File: src/rtl/rf_seq_defs_pkg.sv
// Shared definitions for the register-file sequencer: state encoding, instruction
// opcode/op constants, writeback source codes and the decoded instruction class.
package rf_seq_defs;

  typedef enum logic [2:0] {
    ST_WAIT      = 3'd0,
    ST_DECODE    = 3'd1,
    ST_WRITE_IMM = 3'd2,
    ST_GET_A     = 3'd3,
    ST_GET_B     = 3'd4,
    ST_ALU       = 3'd5,
    ST_WRITE_REG = 3'd6
  } state_e;

  localparam logic [2:0] OPC_MOV = 3'b110;
  localparam logic [2:0] OPC_ALU = 3'b101;

  localparam logic [1:0] OP_MOV_REG = 2'b00;
  localparam logic [1:0] OP_MOV_IMM = 2'b10;
  localparam logic [1:0] OP_ADD     = 2'b00;
  localparam logic [1:0] OP_CMP     = 2'b01;
  localparam logic [1:0] OP_AND     = 2'b10;
  localparam logic [1:0] OP_MVN     = 2'b11;

  localparam logic [1:0] VSEL_C   = 2'd0;
  localparam logic [1:0] VSEL_IMM = 2'd2;

  // Instruction class flags; two_op covers ADD/CMP/AND, which read both Rn and Rm.
  typedef struct packed {
    logic mov_imm;
    logic mov_reg;
    logic mvn;
    logic two_op;
    logic cmp;
  } ins_class_t;

endpackage

File: src/rtl/rf_seq_ctrl_instr_dec.sv
// Combinational decode of the instruction register: field extraction, sign-extended
// imm8, ALU operation and instruction-class flags.
module instr_dec
  import rf_seq_defs::*;
#(
  parameter int DW = 16,
  parameter int RW = 3
) (
  input  logic [DW-1:0] ir_i,
  output logic [RW-1:0] rn_o,
  output logic [RW-1:0] rd_o,
  output logic [RW-1:0] rm_o,
  output logic [1:0]    sh_o,
  output logic [1:0]    alu_op_o,
  output logic [DW-1:0] sximm8_o,
  output ins_class_t    cls_o
);

  logic [2:0] opcode;
  logic [1:0] op;

  assign opcode   = ir_i[15:13];
  assign op       = ir_i[12:11];
  assign rn_o     = ir_i[8 +: RW];
  assign rd_o     = ir_i[5 +: RW];
  assign rm_o     = ir_i[0 +: RW];
  assign sh_o     = ir_i[4:3];
  assign sximm8_o = {{(DW-8){ir_i[7]}}, ir_i[7:0]};
  // MOV forms always run the ALU as a pass-through (op 00).
  assign alu_op_o = (opcode == OPC_ALU) ? op : 2'b00;

  always_comb begin
    cls_o = '0;
    if (opcode == OPC_MOV) begin
      cls_o.mov_imm = (op == OP_MOV_IMM);
      cls_o.mov_reg = (op == OP_MOV_REG);
    end else if (opcode == OPC_ALU) begin
      cls_o.mvn    = (op == OP_MVN);
      cls_o.two_op = (op != OP_MVN);
      cls_o.cmp    = (op == OP_CMP);
    end
  end

endmodule

File: src/rtl/rf_seq_ctrl.sv
// Multicycle controller for the 8x16 register file and ALU datapath: holds the
// instruction register and steps each MOV/ALU instruction through read, compute, write.
module rf_seq_ctrl
  import rf_seq_defs::*;
#(
  parameter int DW = 16,
  parameter int RW = 3
) (
  input  logic          clk,
  input  logic          reset,
  input  logic          s,
  input  logic          load,
  input  logic [DW-1:0] in,
  output logic          w,
  output logic [RW-1:0] readnum,
  output logic [RW-1:0] writenum,
  output logic          write,
  output logic          loada,
  output logic          loadb,
  output logic          loadc,
  output logic          loads,
  output logic          asel,
  output logic          bsel,
  output logic [1:0]    vsel,
  output logic [1:0]    shift,
  output logic [1:0]    ALUop,
  output logic [DW-1:0] sximm8
);

  state_e        state_q, state_d;
  logic [DW-1:0] ir_q, ir_d;

  logic          w_q;
  logic [RW-1:0] readnum_q, writenum_q;
  logic          write_q, loada_q, loadb_q, loadc_q, loads_q, asel_q;
  logic [1:0]    vsel_q, shift_q;

  logic [RW-1:0] rn, rd, rm;
  logic [1:0]    sh;
  ins_class_t    cls;

  instr_dec #(.DW(DW), .RW(RW)) u_dec (
    .ir_i     (ir_q),
    .rn_o     (rn),
    .rd_o     (rd),
    .rm_o     (rm),
    .sh_o     (sh),
    .alu_op_o (ALUop),
    .sximm8_o (sximm8),
    .cls_o    (cls)
  );

  // The IR only accepts a new word while idle, so fields are stable for a whole sequence.
  assign ir_d = (state_q == ST_WAIT && load) ? in : ir_q;

  always_comb begin
    state_d = state_q;
    unique case (state_q)
      ST_WAIT:      if (s) state_d = ST_DECODE;
      ST_DECODE: begin
        if (cls.mov_imm)                 state_d = ST_WRITE_IMM;
        else if (cls.mov_reg || cls.mvn) state_d = ST_GET_B;
        else if (cls.two_op)             state_d = ST_GET_A;
        else                             state_d = ST_WAIT;
      end
      ST_WRITE_IMM: state_d = ST_WAIT;
      ST_GET_A:     state_d = ST_GET_B;
      ST_GET_B:     state_d = ST_ALU;
      ST_ALU:       state_d = cls.cmp ? ST_WAIT : ST_WRITE_REG;
      ST_WRITE_REG: state_d = ST_WAIT;
      default:      state_d = ST_WAIT;
    endcase
  end

  // Outputs are registered from the next state. Any state_d that uses IR fields is
  // reached from a non-WAIT state, so ir_q already holds the instruction being run.
  always_ff @(posedge clk or posedge reset) begin
    if (reset) begin
      state_q    <= ST_WAIT;
      ir_q       <= '0;
      w_q        <= 1'b1;
      readnum_q  <= '0;
      writenum_q <= '0;
      write_q    <= 1'b0;
      loada_q    <= 1'b0;
      loadb_q    <= 1'b0;
      loadc_q    <= 1'b0;
      loads_q    <= 1'b0;
      asel_q     <= 1'b0;
      vsel_q     <= VSEL_C;
      shift_q    <= 2'b00;
    end else begin
      state_q    <= state_d;
      ir_q       <= ir_d;
      w_q        <= (state_d == ST_WAIT);
      readnum_q  <= (state_d == ST_GET_A) ? rn :
                    (state_d == ST_GET_B) ? rm : '0;
      writenum_q <= (state_d == ST_WRITE_IMM) ? rn :
                    (state_d == ST_WRITE_REG) ? rd : '0;
      write_q    <= (state_d == ST_WRITE_IMM) || (state_d == ST_WRITE_REG);
      loada_q    <= (state_d == ST_GET_A);
      loadb_q    <= (state_d == ST_GET_B);
      loadc_q    <= (state_d == ST_ALU) && !cls.cmp;
      loads_q    <= (state_d == ST_ALU) && cls.cmp;
      asel_q     <= (state_d == ST_ALU) && (cls.mov_reg || cls.mvn);
      vsel_q     <= (state_d == ST_WRITE_IMM) ? VSEL_IMM : VSEL_C;
      shift_q    <= (state_d == ST_GET_B || state_d == ST_ALU) ? sh : 2'b00;
    end
  end

  assign w        = w_q;
  assign readnum  = readnum_q;
  assign writenum = writenum_q;
  assign write    = write_q;
  assign loada    = loada_q;
  assign loadb    = loadb_q;
  assign loadc    = loadc_q;
  assign loads    = loads_q;
  assign asel     = asel_q;
  assign bsel     = 1'b0;
  assign vsel     = vsel_q;
  assign shift    = shift_q;

endmodule
File: config.mk
export PLATFORM = sky130hd
export DESIGN_NAME = rf_seq_ctrl
export DESIGN_NICKNAME = d
export VERILOG_FILES = /design/src/rtl/rf_seq_defs_pkg.sv /design/src/rtl/rf_seq_ctrl_instr_dec.sv /design/src/rtl/rf_seq_ctrl.sv
export SDC_FILE = /design/constraint.sdc
export NUM_CORES = 1
export LEC_CHECK = 0
export BUFFER_PORTS_ARGS = -buffer_cell sky130_fd_sc_hd__buf_4
export CAP_MARGIN = 20
export CORE_MARGIN = 1.5
export CORE_UTILIZATION = 52
export CTS_CLUSTER_DIAMETER = 30
export CTS_CLUSTER_SIZE = 24
export DETAILED_ROUTE_END_ITERATION = 6
export GPL_TIMING_DRIVEN = 0
export PLACE_DENSITY = 0.83
export SLEW_MARGIN = 30
export SYNTH_ARGS = -nofsm -noshare
export SYNTH_HDL_FRONTEND = slang
export SYNTH_SLANG_ARGS = --single-unit
File: constraint.sdc
create_clock -name clk -period 5.3 [get_ports clk]
set_clock_uncertainty 0.2 [all_clocks]
set_input_delay 0.53 -clock clk [delete_from_list [all_inputs] [get_ports clk]]
set_output_delay 0.53 -clock clk [all_outputs]
set_load 0.03 [all_outputs]
Word level (Yosys, flattened, before mapping)
Index checks and enable logic that the tools add are counted.
{"block": "word_totals", "register_bits": 36, "latchBits": 0, "ram_bits": 0, "mem_bits_ro": 0, "output_inout_bits": 36, "n_memories": 0}
{"block": "classes", "n_addsub": 0, "mul": 0, "n_div": 0, "order_cmp": 0, "n_eq_ne": 15, "n_shift": 0, "mux": 16, "bitwise_logic": 0, "reduce_logical": 11}
{"operator": "two-way mux 3 bit", "count": 10}
{"operator": "== test 3 bit, second input constant", "count": 7}
{"operator": "case mux 3 bit (5 select lines)", "count": 1}
{"operator": "two-way mux 2 bit", "count": 5}
{"operator": "== test 3 x 2 -> 1 bit, second input constant", "count": 3}
{"operator": "logical NOT 3 bit", "count": 2}
{"operator": "== test 2 bit, second input constant", "count": 2}
{"operator": "logical AND 1 bit", "count": 4}
{"operator": "== test 3 x 1 -> 1 bit, second input constant", "count": 1}
{"operator": "logical OR 1 bit", "count": 3}
{"operator": "== test 2 x 1 -> 1 bit, second input constant", "count": 1}
{"operator": "logical NOT 2 bit", "count": 1}
{"operator": "!= test 2 bit, second input constant", "count": 1}
{"operator": "logical NOT 1 bit", "count": 1}

Logic depth before layout (Yosys ltp)
Gate-level depths: netlist (run 1).
{"block": "depth", "word_depth": 10, "ltp_mapped": 7}

Modules after synthesis
Synthesis (run 1) repeated with hierarchy kept, for this count alone.
{"block": "hier_totals", "cells_unflattened": 130, "area_unflattened_um2": 1647.8}
{"mod": "rf_seq_ctrl", "n_inst": 1, "cells_per_inst": 92, "area_per_inst_um2": 1377.6, "seq_area_each_um2": 877.1}
{"mod": "instr_dec", "n_inst": 1, "cells_per_inst": 38, "area_per_inst_um2": 270.3, "seq_area_each_um2": 0.0}

Worst setup path after synthesis (run 1)
No wires, ideal clock.
{"block": "synth_path", "path_type": "reg2out", "startpoint": "register ir_q[12]", "endpoint": "output port ALUop[1]", "arrival_ns": 1.183, "slack_ns": 3.387, "path_stages_with_launch": 3, "path_buffers": 0, "path_cell_list": "dfrtp_1 > inv_1 > nor3_1"}
{"block": "synth_via", "elab_chain_len": 1}
{"item": "start, declared", "line_no": "rf_seq_ctrl.sv:31", "rtl": "logic [DW-1:0] ir_q, ir_d;"}
{"item": "start signal, assigned", "line_no": "rf_seq_ctrl.sv:94", "rtl": "ir_q <= ir_d;"}
{"item": "two-way mux 2 bit", "line_no": "rf_seq_ctrl_instr_dec.sv:30", "rtl": "assign alu_op_o = (opcode == OPC_ALU) ? op : 2'b00;"}
{"item": "end, declared", "line_no": "rf_seq_ctrl.sv:26", "rtl": "output logic [1:0] ALUop,"}
Every way passes these cells.

Final worst setup path (run 1)
{"block": "layout_path", "startpoint": "register ir_q[14]", "endpoint": "output port ALUop[0]"}
{"block": "layout_via", "elab_chain_len": 2}
{"item": "== test 3 bit", "line_no": "rf_seq_ctrl_instr_dec.sv:30"}
{"item": "two-way mux 2 bit", "line_no": "rf_seq_ctrl_instr_dec.sv:30"}
Every way passes these cells.

==> flow_summary.json, run 1 <==
{
  "antenna_left": 0,
  "drive_gt1_share_pct": 52.3,
  "critPathBufInv": 2,
  "mappedNetlistArea_um2": 1580,
  "yosysTopAreaCellShare_pct": 53.8,
  "period_share_pct": 38.8,
  "diodes": 0,
  "syn_inst": 135,
  "via_per_inst": 5.18,
  "vias": 1181,
  "drt-wirelength-per-cell_um": 13.7,
  "worst_pin_slew_ns": 0.709,
  "r2r_setup_slack_ns": 3.39,
  "cts_hold_buf": 0,
  "dp_hpwl_um": 2330,
  "grt_pass1_vias": 1147,
  "hold_violations": 0,
  "fin_setup_tns_ns": 0,
  "endpoint": "ALUop[0]",
  "fmax_mhz": 486,
  "rows": 19,
  "yosysTopAreaCell": "dfrtp_1",
  "violations": "design-rule violations",
  "ios": 56,
  "syn_avg_cell_area_um2": 11.7,
  "port_buffers": 53,
  "grt_overflow": 0,
  "seq_power_share_pct": 34.2,
  "drt-pass1-iter-count": 7,
  "crit_slowest_cell": "dfrtp_1",
  "cts_setup_buffers": 0,
  "rr_worst_depth": 4,
  "status": "finished, violations left",
  "hp-class": "primary input to asynchronous set/reset pin",
  "p_leak_nw": 1.08,
  "power.internal_mw": 0.764,
  "crit_chain": "nand4b_1 -> inv_2 -> buf_4",
  "ys_ff_latch": 35,
  "cts_buffer_depth": 2,
  "max_cap_viol_count": 0,
  "vdd_drop_max_v": 0.000367,
  "yosysSeqAreaShare_pct": 55.5,
  "switching_share_pct": 42.2,
  "final_util_pct": 73.9,
  "setup.worst_path.start_class": "flip-flop",
  "powerDensity_nw_per_um2": 632,
  "synthDistinctLibCells": 34,
  "required_ns": 4.57,
  "place_congestion": 0.814,
  "rsz0062_at_grt": "false",
  "arrival_ns": 1.33,
  "cts.clk_slew.worst_paths_ns": 0.10,
  "r2r-end": "vsel[1]",
  "die_h_um": 58.2,
  "period_needed_ns": 2.06,
  "power.switching_mw": 0.558,
  "syn_to_final_growth_pct": 32.2,
  "slew_viol_final": 0,
  "cp_slowest_stage_delay_ns": 0.44,
  "setup.worst_path.start": "ir_q[14]",
  "cp-end-kind": "primary output",
  "relSlewSlack_pct": 52.7,
  "clock-sinks": 35,
  "ys_top_cells_by_area": "dfrtp_1, buf_4, mux2_2",
  "start_util_pct": 55.9,
  "setup_viol": 0,
  "clock_latency_ns": 0.34,
  "grt_pass1_wl_um": 5040,
  "drc_errors": 4,
  "holdWs_ns": 0.0950,
  "cts_resized": 0,
  "globalRouteTotalUtil_pct": 20.4,
  "path_class": "flip-flop to primary output",
  "r2r_start": "ir_q[13]",
  "yosysWarnings": 0,
  "crit_path_max_fanout": 7,
  "cts_buffers": 5,
  "antenna_found_initial": 0,
  "drt_iter0_drc": 54,
  "cts_tree": "built",
  "core_area_um2": 2830,
  "root_buffer": "clkbuf_4",
  "critPathTopFamily": "flip-flops",
  "grt_max_degree": 36,
  "cts.htree.levels": 2,
  "path_depth": 3,
  "routed_wl_um": 3120,
  "nNetsFinal": 216,
  "design.die.area_um2": 3380,
  "pwr-share-clk_pct": 12.5,
  "die_w_um": 58.2,
  "p_comb_share_pct": 53.3
}
placed cells by master, fill, tap and decap left out, types with 2 or more instances in the layout:
| master | n |
|---|---|
| a21oi_1 | 4 |
| a22o_1 | 3 |
| buf_2 | 5 |
| buf_4 | 71 |
| clkbuf_4 | 5 |
| clkbuf_8 | 2 |
| conb_1 | 2 |
| dfrtp_1 | 34 |
| inv_1 | 6 |
| inv_2 | 2 |
| mux2_1 | 2 |
| mux2_2 | 10 |
| nand2_1 | 12 |
| nor2_1 | 4 |
| nor3_1 | 4 |
| nor4b_1 | 2 |
| nor4bb_1 | 2 |
| o21a_1 | 2 |
| o21ai_0 | 5 |
| o41ai_2 | 3 |
area by class of cell:
type / instances / area [um^2]
sequential: 35 / 877
fill: 207 / 738
multi-input combinational: 69 / 507
timing repair buffer: 53 / 398
buffer: 24 / 171
clock buffer: 8 / 68.8
tap: 31 / 38.8
inverter: 8 / 30.0
layer usage:
| layer | global-route usage, % | wire [um] | vias up |
|---|---|---|---|
| li1 | - | - | 564 |
| met1 | 24.0 | 1190 | 562 |
| met2 | 33.8 | 1600 | 47 |
| met5 | 0 | 0 | - |
| met4 | 10.3 | 98 | 0 |
| met3 | 6.25 | 233 | 8 |
sequential cells by signal (all words and copies together), names as in the netlist, 2 cells and up:
register and count:
writenum 3, shift 2, state_q 3, readnum 3
ir_q 16
through the flow:
step           power [mW]  cell area [um^2]  std cells  worst slack [ns]
6_report             1.32              2090        228              3.24
5_1_grt              1.40              2090        228              3.15
4_1_cts              1.33              2090        228              3.24
3_5_place_dp         1.17              2020        220              3.35
3_3_place_gp         1.14              2020        220              3.40
2_1_floorplan       0.939              1590        136              3.39
synth_stat cells (all sizes together):
cell type and number:
conb 1, o21a 3, nand4b 1, o21ai 6, nand2 12, o41ai 3
nor3 4, a22o 3, nor4b 2, o311ai 1, nor4bb 2, a21oi 4
nand2b 2, and4b 1, a211oi 1, nor2 4, dfstp 1, or3b 1
dfrtp 34, buf 24, mux2 12, a211o 1, inv 8, and2 1
nor2b 1, or2 1, and3 1
power groups by stage:
stage                     clock network, mW  logic (mW)  registers (mW)
after global placement                    0       0.690           0.451
after detailed placement                  0       0.710           0.458
after CTS                             0.167       0.712           0.453
final                                 0.165       0.704           0.453
after floorplan                           0       0.441           0.499
after global routing                  0.178       0.749           0.470
worst min-delay path by stage:
stage,endpoint,cells past startpoint,start
5_1_grt,ir_q[0],2,reset
4_1_cts,ir_q[15],2,reset
3_5_place_dp,readnum[1],1,ir_q[9]
2_1_floorplan,writenum[1],2,ir_q[6]
3_3_place_gp,readnum[2],1,ir_q[10]
6_report,ir_q[4],2,reset
cells by family (layout without fill, tap and decap cells):
logic type             Yosys count  count (layout)  share of synthesized area [%]
and+or+nand+nor                 33              33                           12.0
muxes                           12              12                           8.54
AOI/OAI and AO/OA               22              22                           11.0
DFF                             35              35                           55.5
other                            1               2                          0.237
buffers and inverters           32              93                           12.7
Note: power is estimated with default switching activity, not from simulation.
==> run 2: changes to the inputs <==
--- a/config.mk
+++ b/config.mk
@@ -5,15 +5,16 @@
 export SDC_FILE = /design/constraint.sdc
 export NUM_CORES = 1
 export LEC_CHECK = 0
+export ABC_AREA = 1
 export BUFFER_PORTS_ARGS = -buffer_cell sky130_fd_sc_hd__buf_4
 export CAP_MARGIN = 20
 export CORE_MARGIN = 1.5
-export CORE_UTILIZATION = 52
+export CORE_UTILIZATION = 49
 export CTS_CLUSTER_DIAMETER = 30
 export CTS_CLUSTER_SIZE = 24
 export DETAILED_ROUTE_END_ITERATION = 6
 export GPL_TIMING_DRIVEN = 0
-export PLACE_DENSITY = 0.83
+export PLACE_DENSITY = 0.79
 export SLEW_MARGIN = 30
 export SYNTH_ARGS = -nofsm -noshare
 export SYNTH_HDL_FRONTEND = slang
==> constraint.sdc (replaced) <==
create_clock -name clk -period 1.9 [get_ports clk]
set_clock_uncertainty 0.2 [all_clocks]
set_input_delay 0.19 -clock clk [delete_from_list [all_inputs] [get_ports clk]]
set_output_delay 0.19 -clock clk [all_outputs]
set_load 0.03 [all_outputs]
==> run 2 against run 1 <==
Effect of this change: the flow now finishes without violations; synthesized cell count increased by 9.6%; first-iteration DRC count decreased by 7.4%; power increased to 2.9 times the previous value; setup slack got worse by 3.1 ns; sequential share of layout area decreased by 3.0 points; wire length increased by 10%; sequential power increased to 2.8 times the previous value; die area increased by 5.6%; combinational power increased to 3.1 times the previous value; utilization decreased by 0.053 points; global-route usage increased by 0.54 points; worst hold slack got worse by 0.059 ns; critical endpoint is now ALUop[1]; highest routed layer unchanged.
==> flow_summary.json, run 2 <==
{
  "status": "complete, no violations",
  "p_leak_nw": 1.20,
  "synth.most_common_cell": "dfrtp_1",
  "ys_top_cells_by_area": "dfrtp_1, buf_4, mux2_2",
  "cp-end-kind": "primary output",
  "crit_slowest_cell": "dfrtp_1",
  "syn_avg_cell_area_um2": 10.7,
  "die_w_um": 59.7,
  "pwr-share-clk_pct": 10.2,
  "grt_max_degree": 36,
  "layout_commonest_cell": "buf_4",
  "drc_errors": 0,
  "r2r_start": "state_q[1]",
  "crit_path_max_fanout": 6,
  "yosysWarnings": 0,
  "dp_hpwl_um": 2350,
  "total_power_mw": 3.82,
  "ys.flop_type": "dfrtp_1",
  "rows": 20,
  "place_area_um2": 2030,
  "grt_pass1_wl_um": 5280,
  "holdPathStages": 3,
  "cts_hold_buf": 17,
  "syn_to_final_growth_pct": 42.9,
  "routed_wl_um": 3440,
  "p_comb_share_pct": 56.7,
  "period_share_pct": 91.7,
  "via_per_inst": 4.65,
  "cts_buffer_depth": 2,
  "hold_violations": 0,
  "yosysSeqAreaShare_pct": 55.6,
  "die_h_um": 59.7,
  "port_buffers": 53,
  "path_class": "flip-flop to primary output",
  "r2r-end": "writenum[2]",
  "globalRouteTotalUtil_pct": 21.0,
  "cts.clk_slew.worst_paths_ns": 0.10,
  "cts_setup_buffers": 0,
  "drt-pass1-iter-count": 4,
  "setup_viol": 0,
  "root_buffer": "clkbuf_4",
  "hp-class": "primary input to flip-flop",
  "critPathBufInv": 2,
  "seq_area_um2": 877,
  "mappedNetlistArea_um2": 1580,
  "slew_viol_final": 0,
  "setup.worst_path.start_class": "flip-flop",
  "max_cap_viol_count": 0,
  "nNetsFinal": 246,
  "antenna_found_initial": 0,
  "synth_edf_count": 0,
  "hold_path_end": "state_q[0]",
  "vias": 1260,
  "final_cell_mix": "buf_4, dfrtp_1, nand2_1, dlygate4sd3_1, nor2_1",
  "cts_tree": "built",
  "drive_gt1_share_pct": 47.1,
  "ys_ff_latch": 35,
  "drt_iter0_drc": 50,
  "stdcell_count": 271,
  "yosysTopAreaCell": "dfrtp_1",
  "fmax_mhz": 574,
  "r2r_setup_slack_ns": 0.31,
  "design.die.area_um2": 3570,
  "clock_latency_ns": 0.35,
  "antenna_left": 0,
  "period_needed_ns": 1.74,
  "rr_worst_depth": 8,
  "grt_pass1_vias": 1266,
  "critPathTopFamily": "flip-flops",
  "cts_buffers": 5,
  "diodes": 0,
  "ios": 56,
  "dp.cells": 246,
  "fin_setup_tns_ns": 0,
  "switching_share_pct": 44.5,
  "drt-wirelength-per-cell_um": 12.7,
  "yosysTopAreaCellShare_pct": 53.9,
  "power.switching_mw": 1.70,
  "place_congestion": 0.914,
  "start_util_pct": 51.7,
  "crit_chain": "nand2_2 -> nor2_4 -> inv_1 -> nor2_1 -> buf_4",
  "required_ns": 1.51,
  "powerDensity_nw_per_um2": 1690,
  "largest_reg_flops": 16,
  "vdd_drop_max_v": 0.000815,
  "multi_input_area_um2": 512,
  "largest-register": "ir_q",
  "cts_resized": 0,
  "worst_pin_slew_ns": 0.712,
  "num-fill-cells": 229,
  "synth.top_cells.by_count": "dfrtp_1, nand2_1, buf_4, nor2_1, mux2_2",
  "cts.htree.levels": 2,
  "syn_inst": 148,
  "grt_overflow": 0,
  "power.internal_mw": 2.12,
  "clock-sinks": 35,
  "core_area_um2": 3050,
  "cp_slowest_stage_delay_ns": 0.40,
  "design_area_um2": 2250,
  "arrival_ns": 1.35,
  "synthDistinctLibCells": 22,
  "hp-start": "s",
  "relSlewSlack_pct": 52.5,
  "rsz0062_at_grt": "false",
  "synth-async-reset-ratio_pct": 100,
  "seq_power_share_pct": 33.2
}
[run 2: changes by cell type after synthesis, moves of 4 or more]
cell,before,now
a21oi_1,4,8
buf_2,5,1
nand2_1,12,23
nand3_1,0,9
nor2_1,4,13
o21ai_0,5,1
[run 2: kinds of logic after synthesis]
| kind of cell | Yosys count | synth area share, % |
|---|---|---|
| buffers and inverters | 32 | 12.2 |
| AOI/OAI and AO/OA | 11 | 4.92 |
| other | 1 | 0.238 |
| muxes | 12 | 8.56 |
| and+or+nand+nor | 57 | 18.5 |
| DFF | 35 | 55.6 |
[run 2: layout make-up]
type	instances	area share (%)
plain buffers	20	6.55
clock buffers	7	2.00
clock inverters	1	0.222
inverters	12	2.00
multi-input cells	82	22.7
flip-flops and latches	35	38.9
well taps	44	2.44
repair buffers	70	25.2
[run 2: worst min-delay path: stages]
cell	delay, ns
buf_4	0.08
o21ai_0	0.09
nand2_1	0.17
[run 2: layer usage]
| metal | vias up | global-route usage [%] | wire length, um |
|---|---|---|---|
| met5 | - | 0 | 0 |
| met4 | 0 | 14.0 | 131 |
| met3 | 13 | 7.36 | 154 |
| met2 | 47 | 35.2 | 1860 |
| met1 | 598 | 21.8 | 1300 |
| li1 | 602 | - | - |
[run 2: through the flow]
step                      setup slack (ns)  util (%)  hold WS, ns
after floorplan                      0.464         -        0.140
after global placement               0.360      66.6        0.223
after detailed placement             0.349      66.6        0.151
after CTS                            0.154      73.9      0.00307
after global routing                0.0884      73.9      0.00180
final                                0.158      73.9       0.0360
[run 2: power groups by stage]
stage	clock network (mW)	registers, mW	logic (mW)
floorplan	0	1.43	1.35
global placement	0	1.26	2.08
detailed placement	0	1.28	2.14
CTS	0.394	1.27	2.17
global route	0.427	1.31	2.30
finish	0.388	1.27	2.16
[run 2: how the worst max path moves through the flow]
stage,startpoint,endpoint,slack [ns],depth (start not counted)
after global placement,reset,ir_q[12],0.36,2
after floorplan,ir_q[14],ALUop[0],0.46,3
after CTS,ir_q[15],ALUop[0],0.15,5
after detailed placement,state_q[1],writenum[2],0.35,8
after global routing,ir_q[15],ALUop[0],0.09,5
final,ir_q[15],ALUop[1],0.16,5
==> run 3: changes to the inputs <==
--- a/config.mk
+++ b/config.mk
@@ -5,7 +5,6 @@
 export SDC_FILE = /design/constraint.sdc
 export NUM_CORES = 1
 export LEC_CHECK = 0
-export ABC_AREA = 1
 export BUFFER_PORTS_ARGS = -buffer_cell sky130_fd_sc_hd__buf_4
 export CAP_MARGIN = 20
 export CORE_MARGIN = 1.5
==> run 3 against run 2 <==
Effect of this change: sequential power about the same; power is 2.2% lower; wire length rose by 0.32%; critical path type is now flip-flop to flip-flop.
==> flow_summary.json, run 3 (synthesized netlist as in run 1, its figures left out) <==
{
  "port_buffers": 53,
  "holdPathStages": 4,
  "design_area_um2": 2310,
  "start_util_pct": 51.8,
  "cts.clk_slew.worst_paths_ns": 0.10,
  "die_h_um": 59.8,
  "pwr-share-clk_pct": 10.5,
  "largest_reg_flops": 16,
  "grt_pass1_vias": 1079,
  "via_per_inst": 4.73,
  "status": "complete, no violations",
  "fin_setup_tns_ns": 0,
  "path_depth": 5,
  "hp-class": "primary input to flip-flop",
  "root_buffer": "clkbuf_4",
  "fmax_mhz": 530,
  "period_needed_ns": 1.89,
  "grt_pass1_wl_um": 5300,
  "setup_viol": 0,
  "num-fill-cells": 210,
  "rr_worst_depth": 5,
  "pre_cts_slack_ns": 0.0131,
  "crit_slowest_cell": "dfrtp_1",
  "required_ns": 1.94,
  "setup_slack_ns": 0.0135,
  "ios": 56,
  "diodes": 0,
  "path_class": "flip-flop to flip-flop",
  "layout_commonest_cell": "buf_4",
  "max_cap_viol_count": 0,
  "vias": 1231,
  "crit_chain": "buf_6 -> nand2b_4 -> or3b_4 -> o21a_4 -> o41ai_2",
  "powerDensity_nw_per_um2": 1620,
  "syn_to_final_growth_pct": 46.0,
  "grt_max_degree": 36,
  "drt-pass1-iter-count": 4,
  "critPathTopFamily": "compound AO/OA/AOI/OAI gates",
  "clock_latency_ns": 0.34,
  "drive_gt1_share_pct": 51.9,
  "hold_violations": 0,
  "final_cell_mix": "buf_4, dfrtp_1, dlygate4sd3_1, nand2_1, mux2_2",
  "rsz0062_at_grt": "true",
  "cts.htree.levels": 2,
  "largest-register": "ir_q",
  "arrival_ns": 1.93,
  "place_congestion": 0.844,
  "cts_buffer_depth": 2,
  "switching_share_pct": 42.9,
  "holdWs_ns": 0.0613,
  "drt-wirelength-per-cell_um": 13.3,
  "cp-end-kind": "flip-flop",
  "cts_tree": "built",
  "seq_power_share_pct": 33.9,
  "p_leak_nw": 1.16,
  "nNetsFinal": 235,
  "period_share_pct": 99.3,
  "routed_wl_um": 3450,
  "die_w_um": 59.8,
  "antenna_left": 0,
  "design.die.area_um2": 3580,
  "dp_hpwl_um": 2250,
  "cp_slowest_stage_delay_ns": 0.39,
  "setup.worst_path.start_class": "flip-flop",
  "antenna_found_initial": 0,
  "rows": 20,
  "vdd_drop_max_v": 0.000929,
  "drc_errors": 0,
  "cts_buffers": 5,
  "r2r_start": "state_q[2]",
  "crit_path_max_fanout": 7,
  "power.internal_mw": 2.13,
  "critPathBufInv": 1,
  "drt_iter0_drc": 37,
  "grt_overflow": 0,
  "core_area_um2": 3050,
  "hp-start": "s",
  "clock-sinks": 35,
  "place_area_um2": 2040,
  "slew_viol_final": 0,
  "relSlewSlack_pct": 52.6,
  "setup.worst_path.start": "state_q[2]",
  "globalRouteTotalUtil_pct": 20.9,
  "power.switching_mw": 1.60,
  "worst_pin_slew_ns": 0.710,
  "p_comb_share_pct": 55.6
}
[run 3: cell count changes in the layout (fill, tap and decap cells not counted), moves of 4 or more]
| cell | previous run | this run |
|---|---|---|
| a21oi_1 | 8 | 2 |
| nand2_1 | 23 | 12 |
| nand3_1 | 9 | 0 |
| nor2_1 | 13 | 4 |
| o21ai_0 | 1 | 5 |
[run 3: per-stage QoR]
stage	utilization (%)	std cells	power [mW]
3_5_place_dp	66.8	233	3.24
6_report	75.7	260	3.73
3_3_place_gp	66.8	233	3.19
4_1_cts	74.1	258	3.65
5_1_grt	75.7	260	3.96
2_1_floorplan	-	136	2.62
[run 3: final cells by class]
cell class | count | area, um^2 | area share, %
Sequential cell | 35 | 880 | 38.1
Timing Repair Buffer | 72 | 587 | 25.4
Multi-Input combinational cell | 69 | 529 | 22.9
Buffer | 24 | 176 | 7.64
Tap cell | 44 | 55.1 | 2.38
Clock buffer | 5 | 37.5 | 1.63
Inverter | 8 | 30.0 | 1.30
Clock inverter | 3 | 15.0 | 0.650
[run 3: worst register-to-register path, cell delays in order (launching register included)]
cell and delay [ns]:
dfrtp_1 0.39, buf_6 0.13, nand2b_4 0.14, or3b_4 0.37
o21a_4 0.23, o41ai_2 0.33
[run 3: power by group through the flow]
stage	clock [mW]	combinational [mW]	sequential, mW
floorplan	0	1.23	1.39
global placement	0	1.93	1.26
detailed placement	0	1.96	1.27
CTS	0.393	1.99	1.26
global route	0.434	2.21	1.32
finish	0.390	2.08	1.27
[run 3: routing by layer]
layer  part of all wire (%)  GRT usage (%)
met1                     42           27.3
met5                      0              0
met3                    4.9           5.84
met4                    1.4           6.67
met2                     51           33.5
[run 3: final timing paths]
check | slack (ns) | to
min in group asynchronous | 0.32 | ir_q[15]
setup / recovery | 0.01 | writenum[0]
hold reg to reg | 0.32 | readnum[1]
hold / removal | 0.06 | state_q[0]
max in group asynchronous | 0.69 | state_q[0]
setup reg to reg | 0.01 | writenum[0]
[run 3: timing repair]
item	in CTS	in global routing
endpoints found under the hold margin	50	0
cloned	0	0
setup buffers	0	2
pin swaps	1	3
setup endpoints to repair	2	25
hold buffers	17	0
resized for setup	0	12
